`src/rtl/bp_be_pkg.sv`:
```
// Backend shared types: late-writeback request packet declared through a width macro.
// Optional bypass feature in the arbiter is enabled by BP_BE_LATE_WB_BYPASS_EN.
`define BP_BE_DECLARE_LATE_WB_REQ_S(dw, ra, fw) \
  typedef struct packed { \
    logic [ra-1:0] rd_addr; \
    logic          ird_w_v; \
    logic          frd_w_v; \
    logic [dw-1:0] data; \
    logic [fw-1:0] fflags; \
  } bp_be_late_wb_req_s

`define BP_BE_DECLARE_WB_PKT_S(dw, ra) \
  typedef struct packed { \
    logic          ird_w_v; \
    logic          frd_w_v; \
    logic [ra-1:0] rd_addr; \
    logic [dw-1:0] data; \
  } bp_be_wb_pkt_s

package bp_be_pkg;

  function automatic int bp_be_cnt_width(input int max_cnt);
    return $clog2(max_cnt + 1);
  endfunction

  function automatic int bp_be_idx_width(input int n);
    return (n > 1) ? $clog2(n) : 1;
  endfunction

endpackage

```
`src/rtl/bp_be_late_wb_rr_pick.sv`:
```
// Combinational round-robin picker: first set request after last_i, with wrap.
module bp_be_late_wb_rr_pick
  import bp_be_pkg::*;
#(
  parameter int num_req_p = 3,
  parameter int lg_p      = bp_be_idx_width(num_req_p)
) (
  input  logic [num_req_p-1:0] req_i,
  input  logic [lg_p-1:0]      last_i,
  output logic [num_req_p-1:0] grant_oh_o,
  output logic [lg_p-1:0]      grant_idx_o,
  output logic                 any_v_o
);

  int   idx;
  logic found;

  always_comb begin
    grant_oh_o  = '0;
    grant_idx_o = '0;
    found       = 1'b0;
    idx         = 0;
    for (int k = 1; k <= num_req_p; k++) begin
      idx = (int'(last_i) + k) % num_req_p;
      if (!found && req_i[idx]) begin
        found            = 1'b1;
        grant_oh_o[idx]  = 1'b1;
        grant_idx_o      = lg_p'(idx);
      end
    end
  end

  assign any_v_o = |req_i;

endmodule

```
`src/rtl/bp_be_late_wb_arbiter.sv`:
```
// Late-writeback arbiter: round-robin pick among long-latency producers plus in-flight counter.
// Define BP_BE_LATE_WB_BYPASS_EN for a zero-latency path when the output register is empty.
module bp_be_late_wb_arbiter
  import bp_be_pkg::*;
#(
  parameter int num_req_p         = 3,
  parameter int data_width_p      = 64,
  parameter int reg_addr_width_p  = 5,
  parameter int fflags_width_p    = 5,
  parameter int max_outstanding_p = 16,
  localparam int lg_lp  = bp_be_idx_width(num_req_p),
  localparam int cnt_lp = bp_be_cnt_width(max_outstanding_p)
) (
  input  logic                                  clk_i,
  input  logic                                  reset_i,
  input  logic [num_req_p-1:0]                  req_v_i,
  input  logic [num_req_p*reg_addr_width_p-1:0] req_rd_addr_i,
  input  logic [num_req_p-1:0]                  req_ird_w_v_i,
  input  logic [num_req_p-1:0]                  req_frd_w_v_i,
  input  logic [num_req_p*data_width_p-1:0]     req_data_i,
  input  logic [num_req_p*fflags_width_p-1:0]   req_fflags_i,
  output logic [num_req_p-1:0]                  req_yumi_o,
  output logic                                  wb_v_o,
  output logic [reg_addr_width_p-1:0]           wb_rd_addr_o,
  output logic                                  wb_ird_w_v_o,
  output logic                                  wb_frd_w_v_o,
  output logic [data_width_p-1:0]               wb_data_o,
  output logic [fflags_width_p-1:0]             wb_fflags_o,
  input  logic                                  wb_yumi_i,
  input  logic                                  score_v_i,
  output logic [cnt_lp-1:0]                     pending_count_o,
  output logic                                  empty_o,
  output logic                                  full_o
);

  `BP_BE_DECLARE_LATE_WB_REQ_S(data_width_p, reg_addr_width_p, fflags_width_p);

  bp_be_late_wb_req_s req_pkt [num_req_p];
  bp_be_late_wb_req_s win_pkt, out_pkt, pkt_q, pkt_d;

  logic                 wb_v_q, wb_v_d;
  logic [lg_lp-1:0]     last_q, last_d, grant_idx;
  logic [num_req_p-1:0] grant_oh;
  logic                 any_v, load, load_reg, dec;
  logic [cnt_lp-1:0]    cnt_q, cnt_d;

  for (genvar i = 0; i < num_req_p; i++) begin : g_unpack
    assign req_pkt[i].rd_addr = req_rd_addr_i[i*reg_addr_width_p +: reg_addr_width_p];
    assign req_pkt[i].ird_w_v = req_ird_w_v_i[i];
    assign req_pkt[i].frd_w_v = req_frd_w_v_i[i];
    assign req_pkt[i].data    = req_data_i[i*data_width_p +: data_width_p];
    assign req_pkt[i].fflags  = req_fflags_i[i*fflags_width_p +: fflags_width_p];
  end

  bp_be_late_wb_rr_pick #(
    .num_req_p(num_req_p),
    .lg_p     (lg_lp)
  ) u_pick (
    .req_i      (req_v_i),
    .last_i     (last_q),
    .grant_oh_o (grant_oh),
    .grant_idx_o(grant_idx),
    .any_v_o    (any_v)
  );

  assign win_pkt = req_pkt[grant_idx];
  assign load    = (~wb_v_q | wb_yumi_i) & any_v;

`ifdef BP_BE_LATE_WB_BYPASS_EN
  logic byp;
  // A bypassed winner consumed in the same cycle never touches the register
  assign byp      = ~wb_v_q & any_v;
  assign load_reg = load & ~(byp & wb_yumi_i);
  assign wb_v_o   = wb_v_q | byp;
  assign out_pkt  = byp ? win_pkt : pkt_q;
`else
  assign load_reg = load;
  assign wb_v_o   = wb_v_q;
  assign out_pkt  = pkt_q;
`endif

  assign req_yumi_o = load ? grant_oh : '0;
  assign last_d     = load ? grant_idx : last_q;
  assign pkt_d      = load_reg ? win_pkt : pkt_q;
  assign wb_v_d     = load_reg | (wb_v_q & ~wb_yumi_i);

  assign wb_rd_addr_o = out_pkt.rd_addr;
  assign wb_ird_w_v_o = out_pkt.ird_w_v;
  assign wb_frd_w_v_o = out_pkt.frd_w_v;
  assign wb_data_o    = out_pkt.data;
  assign wb_fflags_o  = out_pkt.fflags;

  assign dec = wb_v_o & wb_yumi_i;

  always_comb begin
    cnt_d = cnt_q;
    case ({score_v_i, dec})
      2'b10:   if (!full_o)  cnt_d = cnt_q + cnt_lp'(1);
      2'b01:   if (!empty_o) cnt_d = cnt_q - cnt_lp'(1);
      default: cnt_d = cnt_q;
    endcase
  end

  assign pending_count_o = cnt_q;
  assign empty_o         = (cnt_q == '0);
  assign full_o          = (cnt_q == cnt_lp'(max_outstanding_p));

  always_ff @(posedge clk_i or posedge reset_i) begin
    if (reset_i) begin
      wb_v_q <= 1'b0;
      pkt_q  <= '0;
      last_q <= lg_lp'(num_req_p - 1);
      cnt_q  <= '0;
    end else begin
      wb_v_q <= wb_v_d;
      pkt_q  <= pkt_d;
      last_q <= last_d;
      cnt_q  <= cnt_d;
    end
  end

  a_score_full: assert property (@(posedge clk_i) disable iff (reset_i)
    !(score_v_i & full_o & ~dec));
  a_dec_empty: assert property (@(posedge clk_i) disable iff (reset_i)
    !(dec & empty_o & ~score_v_i));
  a_rf_both: assert property (@(posedge clk_i) disable iff (reset_i)
    ~|(req_v_i & req_ird_w_v_i & req_frd_w_v_i));
  a_yumi_no_v: assert property (@(posedge clk_i) disable iff (reset_i)
    !(wb_yumi_i & ~wb_v_o));

endmodule

```
`config.mk`:
```
export PLATFORM = sky130hd
export DESIGN_NAME = bp_be_late_wb_arbiter
export DESIGN_NICKNAME = d
export VERILOG_FILES = /design/src/rtl/bp_be_pkg.sv /design/src/rtl/bp_be_late_wb_rr_pick.sv /design/src/rtl/bp_be_late_wb_arbiter.sv
export SDC_FILE = /design/constraint.sdc
export NUM_CORES = 1
export LEC_CHECK = 0
export BUFFER_PORTS_ARGS = -buffer_cell sky130_fd_sc_hd__buf_2
export CAP_MARGIN = 20
export CORE_MARGIN = 4
export CORE_UTILIZATION = 30
export DETAILED_ROUTE_END_ITERATION = 8
export HOLD_SLACK_MARGIN = 0.1
export PLACE_DENSITY_LB_ADDON = 0.08
export SKIP_LAST_GASP = 1
export SLEW_MARGIN = 20
export SYNTH_ARGS = -nofsm -noshare
export SYNTH_HDL_FRONTEND = slang
export SYNTH_SLANG_ARGS = --single-unit
export TNS_END_PERCENT = 1
```
`constraint.sdc`:
```
create_clock -name clk_i -period 6.8 [get_ports clk_i]
set_input_delay 0 -clock clk_i [delete_from_list [all_inputs] [get_ports clk_i]]
set_output_delay 0 -clock clk_i [all_outputs]
set_load 0.1 [all_outputs]
```
; Word level (Yosys, flattened, before mapping)
; Cells that the tools add are included.
[totals]
reg_bits = 84
output_inout_bits = 87
elab_cells = 79
[classes]
addsub = 5
div = 3
n_lt_le_gt_ge = 7
n_eq_ne = 5
n_mux = 30
bitwise = 10
n_reduce_logical = 11
[op_table]
columns = cell, count
row1 = binary-select mux 76 bit (select 2 bit), 1
row2 = two-way mux 76 bit, 2
row3 = >= comparator 32 x 1 -> 1 bit (second input constant), 3
row4 = less-than comparator 32 x 4 -> 1 bit (second input constant), 3
row5 = modulo 32 x 3 -> 32 bit (second input constant), 3
row6 = two-way mux 3 bit, 4
row7 = two-way mux 1 bit, 11
row8 = two-way mux 5 bit, 2
row9 = one-hot mux 5 bit (2 select lines), 1
row10 = adder 2 x 2 -> 3 bit (second input constant), 2
row11 = binary-select mux 1 bit (select 2 bit), 3
row12 = demux 1 bit (select 2 bit), 3
row13 = two-way mux 2 bit, 3
row14 = OR 3 bit, 2
row15 = adder 5 x 1 -> 5 bit (second input constant), 1
row16 = equality test 5 bit (second input constant), 1
row17 = logical AND 1 bit, 5
row18 = zero test 5 bit, 1
row19 = subtractor 5 x 1 -> 5 bit (second input constant), 1
row20 = != test 2 bit (second input constant), 2
row21 = adder 2 x 1 -> 3 bit (second input constant), 1
row22 = AND 1 bit, 3
row23 = >= comparator 3 bit (second input constant), 1
row24 = NOT 2 -> 3 bit, 1
row25 = other kinds (8), 11

; Logic depth before layout (Yosys ltp)
; Gate-level depths: netlist (run 1).
[depth]
depth_word = 16
mapped_depth = 11
mapped_depth_nobuf = 9

; Cells and area by module
; Synthesis (run 1) repeated with hierarchy kept, for this count alone.
[hier_totals]
cells_unflattened = 583
area_unflattened_um2 = 4957.3
[modules_own_cells]
columns = module, n_inst, cells_per_inst, area_each_um2, seq_area_each_um2
row1 = bp_be_late_wb_arbiter, 1, 547, 4692.0, 2103.3
row2 = bp_be_late_wb_rr_pick, 1, 36, 265.3, 0.0

; Worst setup path after synthesis (run 1)
; OpenSTA, ideal clock, no wires.
[synth_timing]
path_kind = register to register
start = register cnt_q[1] (netlist: pending_count_o[1])
end = register cnt_q[3] (netlist: pending_count_o[3])
setup_ns = 0.126
t_arrival_ns = 3.609
setup_slack_ns = 3.066
path_stages_with_launch = 5
period_less_slack_ns = 3.734
cell_sequence = dfrtp_1 > or4_1 > nor2_1 > o22ai_1 > mux2_2
[synth_via]
elab_chain_cells = 3
[synth_lines]
columns = element, line_no
row1 = "start, declared", bp_be_late_wb_arbiter.sv:45  ; logic [cnt_lp-1:0] cnt_q, cnt_d;
row2 = "start signal, assigned", bp_be_late_wb_arbiter.sv:118  ; cnt_q <= cnt_d;
row3 = equality test 5 bit, bp_be_late_wb_arbiter.sv:106  ; assign full_o = (cnt_q == cnt_lp'(max_outstanding_p));
row4 = net full_o, bp_be_late_wb_arbiter.sv:33  ; output logic full_o
row5 = != test 2 bit (no source line), n/a
row6 = AND reduction 3 bit (no source line), n/a
; The timed path passes the listed nets, and every way through them passes these cells. The select of a mux whose other input is x is not followed.
; A chain may end at the register's enable or synchronous reset.

; Worst setup path after layout (run 1)
[layout_timing]
start = register last_q[1]
end = register pkt_q (netlist bit wb_data_o[35])
[layout_via]
elab_chain_cells = 16
[layout_lines]
columns = element, line_no
row1 = "start, declared", bp_be_late_wb_arbiter.sv:42  ; logic [lg_lp-1:0] last_q, last_d, grant_idx;
row2 = "start signal, assigned", bp_be_late_wb_arbiter.sv:112  ; last_q <= lg_lp'(num_req_p - 1);
row3 = "start signal, assigned", bp_be_late_wb_arbiter.sv:117  ; last_q <= last_d;
row4 = adder 2 x 1 -> 3 bit, bp_be_late_wb_rr_pick.sv:24  ; idx = (int'(last_i) + k) % num_req_p;
row5 = modulo 32 x 3 -> 32 bit, bp_be_late_wb_rr_pick.sv:24
row6 = binary-select mux 1 bit (select 2 bit), bp_be_late_wb_rr_pick.sv:25  ; if (!found && req_i[idx]) begin
row7 = two-way mux 1 bit (not written as such) (2 in series), bp_be_late_wb_rr_pick.sv:25
row8 = two-way mux 1 bit, bp_be_late_wb_rr_pick.sv:25
row9 = zero test 1 bit, bp_be_late_wb_rr_pick.sv:25
row10 = logical AND 1 bit, bp_be_late_wb_rr_pick.sv:25
row11 = two-way mux 1 bit, bp_be_late_wb_rr_pick.sv:25
row12 = zero test 1 bit, bp_be_late_wb_rr_pick.sv:25
row13 = logical AND 1 bit, bp_be_late_wb_rr_pick.sv:25
row14 = two-way mux 2 bit *, bp_be_late_wb_rr_pick.sv:25
row15 = NOT 2 -> 3 bit (not written as such) *, bp_be_late_wb_arbiter.sv:66  ; assign win_pkt = req_pkt[grant_idx];
row16 = binary-select mux 76 bit (select 2 bit) *, bp_be_late_wb_arbiter.sv:66
row17 = two-way mux 76 bit (not written as such) * (2 in series), bp_be_late_wb_arbiter.sv:66
row18 = "end signal, assigned", bp_be_late_wb_arbiter.sv:116  ; pkt_q <= pkt_d;
row19 = "end, declared", bp_be_late_wb_arbiter.sv:39  ; bp_be_late_wb_req_s win_pkt, out_pkt, pkt_q, pkt_d;
; Mark *: on every way between the ends. The rest lies on a longest branch, timed or not. The select of a mux whose other input is x is not followed.

==> results.sh, run 1 <==
export IMPL_status="completed"
export IMPL_min_period_over_period_pct=55.77
export IMPL_final_core_util_pct=53.28
export IMPL_synthesis_nets=760
export IMPL_finalInstanceArea_sq_um=8494
export IMPL_io_pins=322
export IMPL_cp_cell_sequence="ha_1, mux2i_4, mux2i_4, o31ai_4, or2_2, buf_4, o22ai_1, dlygate4sd3_1"
export IMPL_ys_warn_count=0
export IMPL_fin_crit_ns=3.792
export IMPL_track_usage_pct=20.26
export IMPL_rsz0062_at_grt="no"
export IMPL_crit_top_cell="mux2i_4"
export IMPL_grt_pass1_vias=6119
export IMPL_placed_cells=1016
export IMPL_cp_depth=8
export IMPL_async_flop_share_pct=100.0
export IMPL_fin_setup_tns_ns=0
export IMPL_place_area_sq_um=6576
export IMPL_synth_xor_area_share_pct=0.7174
export IMPL_yosys_area_share_adder_pct=2.203
export IMPL_vias=5793
export IMPL_endpoint_kind="flop"
export IMPL_root_buffer="clkbuf_16"
export IMPL_nFillCells=1505
export IMPL_critPathTopFamily="buffers and inverters"
export IMPL_antenna_found_initial=0
export IMPL_die_y_um=135.6
export IMPL_p_leak_nw=4.228
export IMPL_muxShareOfSynthArea_pct=17.35
export IMPL_viasPerCell=4.876
export IMPL_routedWlPerCell_um=16.46
export IMPL_nNetsFinal=1211
export IMPL_cts_tree="done"
export IMPL_die_area_sq_um=18380
export IMPL_holdPathStages=4
export IMPL_path_buf_inv=2
export IMPL_drc=0
export IMPL_synth_main_ff_cell="dfrtp_1"
export IMPL_peakVddDrop_mv=0.3448
export IMPL_synth_edf_count=0
export IMPL_ant_nets=0
export IMPL_grt_first_pass_wirelength_mm=29.96
export IMPL_yosys_top_cells_count="a21oi_1, dfrtp_1, nor2_1, mux2i_1, o22ai_1"
export IMPL_diodes=0
export IMPL_avgSynthCellArea_sq_um=9.446
export IMPL_post_dp_hpwl_mm=12.99
export IMPL_holdPathEnd="pending_count_o[1]"
export IMPL_cts_buffer_depth=2
export IMPL_ys_seq_area_share_pct=43.07
export IMPL_tightest_slew_ns=0.9071
export IMPL_synthTopCellsByArea="dfrtp_1, mux2i_1, o22ai_1, a21oi_1, nor2_1"
export IMPL_fin_skew_ns=0.006053
export IMPL_layout_drive_gt1_share_pct=36.73
export IMPL_syn_area_sq_um=4883
export IMPL_firstDrtPassIters=6
export IMPL_clk_pin_slew_ns=0.06
export IMPL_r2r_start="last_q[1]"
export IMPL_stdcell_count=1188
export IMPL_coreArea_sq_um=15940
export IMPL_hold_path_class="input port to flop"
export IMPL_powerDensity_nw_per_um2=528.8
export IMPL_hp_start="score_v_i"
export IMPL_reg2reg_depth=8
export IMPL_drt_initial_drc_count=277
export IMPL_numCtsBuffers=9
export IMPL_placementRows=46
export IMPL_setup_viol=0
export IMPL_drv_cap=0
export IMPL_gp_congestion=0.8188
export IMPL_hold_ws_ns=0.1505
export IMPL_globalRouteOverflowTotal=0
export IMPL_synth_simple_gate_area_share_pct=9.377
export IMPL_start_kind="flop"
export IMPL_port_buffer_count=321
export IMPL_syn_to_final_growth_pct=73.94
export IMPL_regToRegSetupSlack_ns=3.01
export IMPL_synth_seq_cells=84
export IMPL_cp_slowest_stage_delay_ns=0.66
export IMPL_critical_path_arrival_ns=3.99
export IMPL_fmax_mhz=263.7
export IMPL_maxSlewViolCount=0
export IMPL_timing_rr_end="wb_data_o[35]"
export IMPL_grt_max_degree=81
export IMPL_synth_top_area_cell="dfrtp_1"
export IMPL_path_max_fanout=42
export IMPL_htreeDepth=3
export IMPL_clkLatencyLatePin_ns=0.33
export IMPL_syn_instance_count=517
export IMPL_relSlewSlack_pct=39.52
export IMPL_die_w_um=135.6
export IMPL_worst_ep_required_time_ns=7.00
export IMPL_synth_distinct_cells=40
export IMPL_hold_viol=0
export IMPL_cpMaxStageDelayCell="or2_2"
export IMPL_criticalPathCategory="flop to flop"
export IMPL_cts_resized=0
export IMPL_start_util_pct=30.63
export IMPL_clock_sinks=84
export IMPL_synth_compound_area_share_pct=21.55
export IMPL_yosysTopAreaCellShare_pct=42.53
export IMPL_synth_top_family_by_area="compound AO/OA/AOI/OAI gates"
export IMPL_wirelength_mm=19.55
worst max path at each step:
| stage | from | to | slack (ns) |
|---|---|---|---|
| after floorplan | pending_count_o[1] | pending_count_o[3] | 3.07 |
| after global placement | last_q[1] | wb_data_o[33] | 3.69 |
| after detailed placement | last_q[1] | wb_data_o[40] | 3.61 |
| after CTS | last_q[1] | wb_data_o[33] | 3.07 |
| after global routing | last_q[1] | wb_data_o[63] | 2.83 |
| final | last_q[1] | wb_data_o[35] | 3.01 |
sequential cells by signal (all words and copies together), names as in the netlist:
signal           flops
wb_frd_w_v_o         1
wb_data_o           64
pending_count_o      5
wb_v_o               1
wb_ird_w_v_o         1
last_q               2
wb_fflags_o          5
wb_rd_addr_o         5
metal layers:
metal / GRT usage, % / wire [um] / part of all wire (%)
met1: 23.01 / 7527 / 38
met4: 8.175 / 481 / 2.5
met3: 4.458 / 1532 / 7.8
met5: 0 / 0 / 0
met2: 36.75 / 10010 / 51
report_power, final:
part / internal [mW] / switching (mW) / leakage, nW
Clock: 0.339 / 0.196 / 0.158
Sequential: 0.693 / 0.118 / 0.957
Combinational: 0.885 / 2.26 / 3.11
Total: 1.92 / 2.57 / 4.23
worst min-delay path, delay by kind of cell:
kind	cells	cell delay [ns]
buffers and inverters	1	0.09
AOI/OAI and AO/OA	1	0.06
adders and majority gates	1	0.17
and+or+nand+nor	1	0.13
area by class of cell:
cell class,count,area [sq um],share of cell area (%)
Clock inverter,4,72.57,0.8543
Timing Repair Buffer,485,3252,38.28
Inverter,8,31.28,0.3682
Clock buffer,11,252.7,2.975
Multi-Input combinational cell,380,2512,29.58
Tap cell,216,270.3,3.182
Sequential cell,84,2103,24.76
cell usage in the layout, fill, tap and decap left out, types with 2 or more instances in the layout:
cell and n:
mux2i_4 2, or2_2 2, buf_2 321, xnor2_1 3, clkinv_2 2, ha_1 7, buf_4 6, clkbuf_8 2
nand2_1 13, dlygate4sd3_1 156, mux2i_1 79, nor2_1 82, clkbuf_16 9, o21a_1 2, o22ai_1 79, nand2b_1 2
dfrtp_1 83, nor2b_1 4, bufinv_16 2, nor3_1 3, inv_1 7, a21oi_1 82
kinds of logic after synthesis:
family	count (synthesis)
buffers and inverters	53
and+or+nand+nor	111
muxes	82
AOI/OAI and AO/OA	175
xor gates and xnor gates	4
adders and majority gates	8
DFF	84
stage by stage:
stage	power [mW]	setup WS [ns]
global route	4.699	2.831
floorplan	3.208	3.066
finish	4.492	3.008
detailed placement	3.673	3.614
global placement	3.655	3.691
CTS	4.498	3.070
repair_timing:
| action | in CTS | in global routing |
|---|---|---|
| endpoints found under the setup margin | 0 | 0 |
| hold endpoints to repair | 82 | 0 |
| buffers inserted | 0 | 0 |
| hold buffers | 156 | 0 |
No activity file was read; power rests on OpenSTA's default activity.
==> run 2, diff against run 1 <==
- clock period: 6.8 -> 3.19 ns (I/O delays scaled with it)
==> results.sh, run 2 <==
export IMPL_post_dp_hpwl_mm=13.44
export IMPL_die_w_um=135.6
export IMPL_cts_setup_buffers=0
export IMPL_yosysTopAreaCellShare_pct=42.53
export IMPL_syn_area_sq_um=4883
export IMPL_htreeDepth=3
export IMPL_synth_seq_cells=84
export IMPL_cts_resized=0
export IMPL_placementRows=46
export IMPL_port_buffer_count=321
export IMPL_yosys_top_cells_count="a21oi_1, dfrtp_1, nor2_1, mux2i_1, o22ai_1"
export IMPL_start_util_pct=30.63
export IMPL_synth_edf_count=0
export IMPL_synthesis_nets=760
export IMPL_avgSynthCellArea_sq_um=9.446
export IMPL_ys_warn_count=0
export IMPL_tool_error="[ERROR RSZ-0060] Max buffer count reached."
export IMPL_flow_stopped_at="clock tree synthesis (4_1_cts)"
export IMPL_numCtsBuffers=9
export IMPL_synthTopCellsByArea="dfrtp_1, mux2i_1, o22ai_1, a21oi_1, nor2_1"
export IMPL_ys_seq_area_share_pct=43.07
export IMPL_gp_congestion=0.8482
export IMPL_cts_buffer_depth=2
export IMPL_status="aborted with a tool error"
export IMPL_place_area_sq_um=6654
export IMPL_synth_distinct_cells=40
export IMPL_async_flop_share_pct=100.0
export IMPL_die_y_um=135.6
export IMPL_synth_main_ff_cell="dfrtp_1"
export IMPL_io_pins=322
export IMPL_synth_top_area_cell="dfrtp_1"
export IMPL_root_buffer="clkbuf_16"
export IMPL_clock_sinks=84
export IMPL_hold_buffers=208
export IMPL_syn_instance_count=517
## run 2: cell counts after synthesis
Identical to the previous run, type by type.
## run 2: logic make-up after synthesis
logic type	count (synthesis)	share of synthesized area, %
DFF	84	43.07
and+or+nand+nor	111	9.378
AOI/OAI and AO/OA	175	21.55
buffers and inverters	53	5.739
adders and majority gates	8	2.203
xor gates and xnor gates	4	0.7175
muxes	82	17.35
## run 2: per-stage QoR
stage	setup slack (ns)	hold WS (ns)	cells
global placement	0.6239	-0.02503	1019
floorplan	0.02946	0.1272	517
detailed placement	0.5116	-0.02439	1019
==> run 3, diff against run 2 <==
- CORE_UTILIZATION: 30 -> 20
- HOLD_SLACK_MARGIN: 0.1 -> unset
- PLACE_DENSITY_LB_ADDON: 0.08 -> 0.15
- clock period: 3.19 -> 4.1 ns (I/O delays scaled with it)
==> results.sh, run 3 (same netlist as run 1, synthesis figures left out) <==
export IMPL_htreeDepth=3
export IMPL_nFillCells=2461
export IMPL_globalRouteOverflowTotal=0
export IMPL_io_pins=322
export IMPL_die_w_um=164.3
export IMPL_grt_first_pass_wirelength_mm=30.75
export IMPL_peakVddDrop_mv=0.4979
export IMPL_layout_common_cells="buf_2, dlygate4sd3_1, dfrtp_1"
export IMPL_placementRows=56
export IMPL_clk_pin_slew_ns=0.06
export IMPL_swShare_pct=57.39
export IMPL_fmax_mhz=294.3
export IMPL_setup_viol=0
export IMPL_seqPwrFrac_pct=17.9
export IMPL_critical_path_arrival_ns=3.61
export IMPL_largest_register_ffs=64
export IMPL_firstDrtPassIters=4
export IMPL_viasPerCell=4.406
export IMPL_hold_viol=0
export IMPL_cts_resized=0
export IMPL_power_frac_comb_pct=70.1
export IMPL_post_dp_hpwl_mm=13.43
export IMPL_hold_ws_ns=0.01314
export IMPL_intPower_mw=3.169
export IMPL_grt_max_degree=78
export IMPL_antenna_found_initial=0
export IMPL_layout_drive_gt1_share_pct=36.97
export IMPL_gp_congestion=0.7392
export IMPL_drc=0
export IMPL_maxSlewViolCount=0
export IMPL_coreArea_sq_um=23750
export IMPL_fin_skew_ns=0.006021
export IMPL_track_usage_pct=14.20
export IMPL_hold_path_class="input port to flop"
export IMPL_pwr_share_clk_pct=12.0
export IMPL_grt_pass1_vias=6085
export IMPL_port_buffer_count=321
export IMPL_root_buffer="clkbuf_16"
export IMPL_endpoint_kind="flop"
export IMPL_clock_sinks=84
export IMPL_regArea_sq_um=2103
export IMPL_syn_to_final_growth_pct=76.02
export IMPL_p_sw_mw=4.267
export IMPL_cts_buffer_depth=2
export IMPL_multiInputGateArea_sq_um=2512
export IMPL_cts_tree="done"
export IMPL_regToRegSetupSlack_ns=0.70
export IMPL_final_common_cell="buf_2"
export IMPL_final_setup_worst_slack_ns=0.7018
export IMPL_start_util_pct=20.56
export IMPL_numCtsBuffers=9
export IMPL_fin_crit_ns=3.398
export IMPL_routedWlPerCell_um=15.38
export IMPL_vias=5688
export IMPL_relSlewSlack_pct=50.93
export IMPL_clkLatencyLatePin_ns=0.33
export IMPL_criticalPathCategory="flop to flop"
export IMPL_drt_initial_drc_count=323
export IMPL_min_period_over_period_pct=82.88
export IMPL_fin_setup_tns_ns=0
export IMPL_powerDensity_nw_per_um2=865.1
export IMPL_dp_slack_ns=1.243
export IMPL_path_max_fanout=38
export IMPL_die_y_um=164.3
export IMPL_wirelength_mm=19.86
export IMPL_drv_cap=0
export IMPL_p_leak_nw=4.218
export IMPL_status="completed"
export IMPL_nNetsFinal=1211
export IMPL_rsz0062_at_grt="no"
export IMPL_start_kind="flop"
export IMPL_tightest_slew_ns=0.7361
export IMPL_die_area_sq_um=26980
export IMPL_ant_nets=0
export IMPL_worst_ep_required_time_ns=4.32
-- run 3: final timing paths --
check | start | to | depth (start not counted)
setup / recovery | last_q[1] | wb_data_o[36] | 8
hold / removal | req_data_i[87] | wb_data_o[23] | 3
setup reg to reg | last_q[1] | wb_data_o[36] | 8
hold reg to reg | pending_count_o[4] | pending_count_o[4] | 1
max in group asynchronous | reset_i | wb_fflags_o[3] | 4
min in group asynchronous | reset_i | wb_data_o[5] | 3
-- run 3: metal layers --
layer	track usage [%]	vias to the layer above	wire length (um)
met2	24.70	213	9666
met5	0	-	0
li1	-	2788	-
met3	3.689	23	1468
met1	17.29	2664	8361
met4	4.079	0	361
-- run 3: final cells by class --
class / instances / area share [%]
Antenna cell: 1 / 0.02911
Clock buffer: 10 / 2.780
Clock inverter: 4 / 0.8734
Inverter: 8 / 0.3639
Multi-Input combinational cell: 380 / 29.23
Sequential cell: 84 / 24.47
Tap cell: 319 / 4.643
Timing Repair Buffer: 485 / 37.61
-- run 3: through the flow --
stage	area (sq um)	util, %	power [mW]	std cells
6_report	8596	36.19	7.436	1291
4_1_cts	8593	36.18	7.507	1290
5_1_grt	8593	36.18	7.822	1290
2_1_floorplan	4883	-	5.321	517
3_5_place_dp	6748	28.41	6.131	1123
3_3_place_gp	6748	28.41	6.146	1123
-- run 3: repair_timing --
item | CTS | global route
buffers inserted | 0 | 0
setup endpoints to repair | 0 | 0
hold buffers | 153 | 0
hold endpoints to repair | 113 | 0
-- run 3: power groups by stage --
stage,logic (mW),clock network (mW),registers [mW]
after floorplan,1.70,0,3.62
after global placement,4.80,0,1.34
after detailed placement,4.79,0,1.34
after CTS,5.24,0.940,1.33
after global routing,5.48,0.971,1.37
final,5.21,0.893,1.33
-- run 3: critical path, stage by stage, from the launching register on --
cell           delay, ns
dfstp_2             0.54
ha_1                0.37
mux2i_4             0.32
mux2i_4             0.13
o32ai_4             0.30
buf_4               0.64
mux2i_1             0.29
o22ai_1             0.10
dlygate4sd3_1       0.58
==> run 4, diff against run 3 <==
- clock period: 4.1 -> 3.15 ns (I/O delays scaled with it)
==> results.sh, run 4 (same netlist as run 1, synthesis figures left out) <==
export IMPL_fin_crit_ns=2.949
export IMPL_layout_drive_gt1_share_pct=37.27
export IMPL_drv_cap=0
export IMPL_start_kind="flop"
export IMPL_endpoint_kind="flop"
export IMPL_maxSlewViolCount=0
export IMPL_routedWlPerCell_um=15.50
export IMPL_ant_nets=0
export IMPL_powerDensity_nw_per_um2=1114
export IMPL_relSlewSlack_pct=40.77
export IMPL_placementRows=56
export IMPL_criticalPathCategory="flop to flop"
export IMPL_min_period_over_period_pct=93.61
export IMPL_peakVddDrop_mv=0.6510
export IMPL_drc=0
export IMPL_wirelength_mm=20.16
export IMPL_htreeDepth=3
export IMPL_die_y_um=164.3
export IMPL_grt_first_pass_wirelength_mm=30.87
export IMPL_fin_setup_tns_ns=0
export IMPL_status="completed"
export IMPL_start_util_pct=20.56
export IMPL_swShare_pct=57.93
export IMPL_cts_tree="done"
export IMPL_grt_pass1_vias=6110
export IMPL_syn_to_final_growth_pct=79.43
export IMPL_numCtsBuffers=9
export IMPL_regArea_sq_um=2103
export IMPL_diodes=0
export IMPL_nNetsFinal=1220
export IMPL_layout_common_cells="buf_2, dlygate4sd3_1, dfrtp_1"
export IMPL_nFillCells=2446
export IMPL_clock_sinks=84
export IMPL_drt_initial_drc_count=276
export IMPL_die_w_um=164.3
export IMPL_largest_register_ffs=64
export IMPL_coreArea_sq_um=23750
export IMPL_root_buffer="clkbuf_16"
export IMPL_io_pins=322
export IMPL_tightest_slew_ns=0.8885
export IMPL_clk_pin_slew_ns=0.07
export IMPL_hold_viol=0
export IMPL_port_buffer_count=321
export IMPL_grt_max_degree=81
export IMPL_firstDrtPassIters=4
export IMPL_intPower_mw=4.107
export IMPL_pwr_share_clk_pct=10.8
export IMPL_vias=5733
export IMPL_clkLatencyLatePin_ns=0.35
export IMPL_gp_congestion=0.7534
export IMPL_fin_skew_ns=0.009861
export IMPL_track_usage_pct=14.33
export IMPL_p_leak_nw=4.279
export IMPL_die_area_sq_um=26980
export IMPL_hold_ws_ns=0.01227
export IMPL_worst_ep_required_time_ns=3.38
export IMPL_final_common_cell="buf_2"
export IMPL_power_frac_comb_pct=71.4
export IMPL_rsz0062_at_grt="no"
export IMPL_viasPerCell=4.407
export IMPL_globalRouteOverflowTotal=0
export IMPL_multiInputGateArea_sq_um=2542
export IMPL_cts_buffer_depth=2
export IMPL_hold_path_class="input port to flop"
export IMPL_path_max_fanout=36
export IMPL_antenna_found_initial=0
export IMPL_fmax_mhz=339.1
export IMPL_seqPwrFrac_pct=17.8
export IMPL_post_dp_hpwl_mm=13.10
export IMPL_critical_path_arrival_ns=3.18
export IMPL_p_sw_mw=5.655
export IMPL_setup_viol=0
[run 4: cell count changes in the layout (fill, tap and decap cells not counted), sizes merged]
cell / change
dlygate4sd3: +8
clkinv: +3
bufinv: -2
inv: +2
clkbuf: +1
clkinvlp: -1
diode: -1
[run 4: worst paths after layout]
kind	from	to	slack, ns	cells after the start
max	last_q[0]	wb_rd_addr_o[0]	0.20	10
min	req_data_i[26]	wb_data_o[26]	0.01	3
max reg2reg	last_q[0]	wb_rd_addr_o[0]	0.20	10
min reg2reg	wb_data_o[56]	wb_data_o[56]	0.55	2
max in group asynchronous	reset_i	last_q[1]	2.03	4
min in group asynchronous	reset_i	wb_rd_addr_o[3]	0.35	3
[run 4: worst max-delay path: stages (launching register included)]
cell           delay, ns
dfrtp_1             0.42
inv_1               0.13
ha_4                0.21
mux2i_4             0.27
mux2i_4             0.13
o32ai_4             0.28
buf_4               0.19
buf_16              0.22
mux2i_1             0.26
o22ai_1             0.10
dlygate4sd3_1       0.57
[run 4: layout make-up]
class                      instances  area share (%)
multi-input combinational        380           29.02
inverter                           8          0.3570
tap                              319           4.555
clock inverter                     6          0.5426
sequential                        84           24.00
clock buffer                      10           2.727
timing repair buffer             494           38.80
[run 4: power by group through the flow]
stage	clock network (mW)	logic (mW)	registers, mW
2_1_floorplan	0	2.22	4.71
3_3_place_gp	0	6.33	1.75
3_5_place_dp	0	6.31	1.75
4_1_cts	1.10	6.88	1.74
5_1_grt	1.15	7.32	1.80
6_report	1.05	6.97	1.74
[run 4: through the flow]
step | utilization, % | instance area [sq um] | cells | setup slack, ns | power [mW]
6_report | 36.89 | 8762 | 1301 | 0.2014 | 9.761
5_1_grt | 36.89 | 8762 | 1301 | 0.04451 | 10.27
4_1_cts | 36.66 | 8708 | 1298 | 0.01055 | 9.722
3_5_place_dp | 28.67 | 6810 | 1121 | 0.5307 | 8.062
3_3_place_gp | 28.67 | 6810 | 1121 | 0.5406 | 8.076
2_1_floorplan | - | 4898 | 517 | 0.07032 | 6.936
[run 4: repair_timing]
action                     CTS  global route
resized for setup            0             5
setup endpoints to repair    0            69
buffers inserted             0             2
hold endpoints to repair   123             0
hold buffers               161             0
[run 4: routing by layer]
layer | wire length [um] | vias up | share of wire, % | global-route usage (%)
li1 | - | 2802 | - | -
met1 | 8441 | 2685 | 42 | 17.24
met2 | 10000 | 226 | 50 | 25.64
met3 | 1340 | 20 | 6.6 | 2.610
met4 | 373 | 0 | 1.9 | 4.842
met5 | 0 | - | 0 | 0
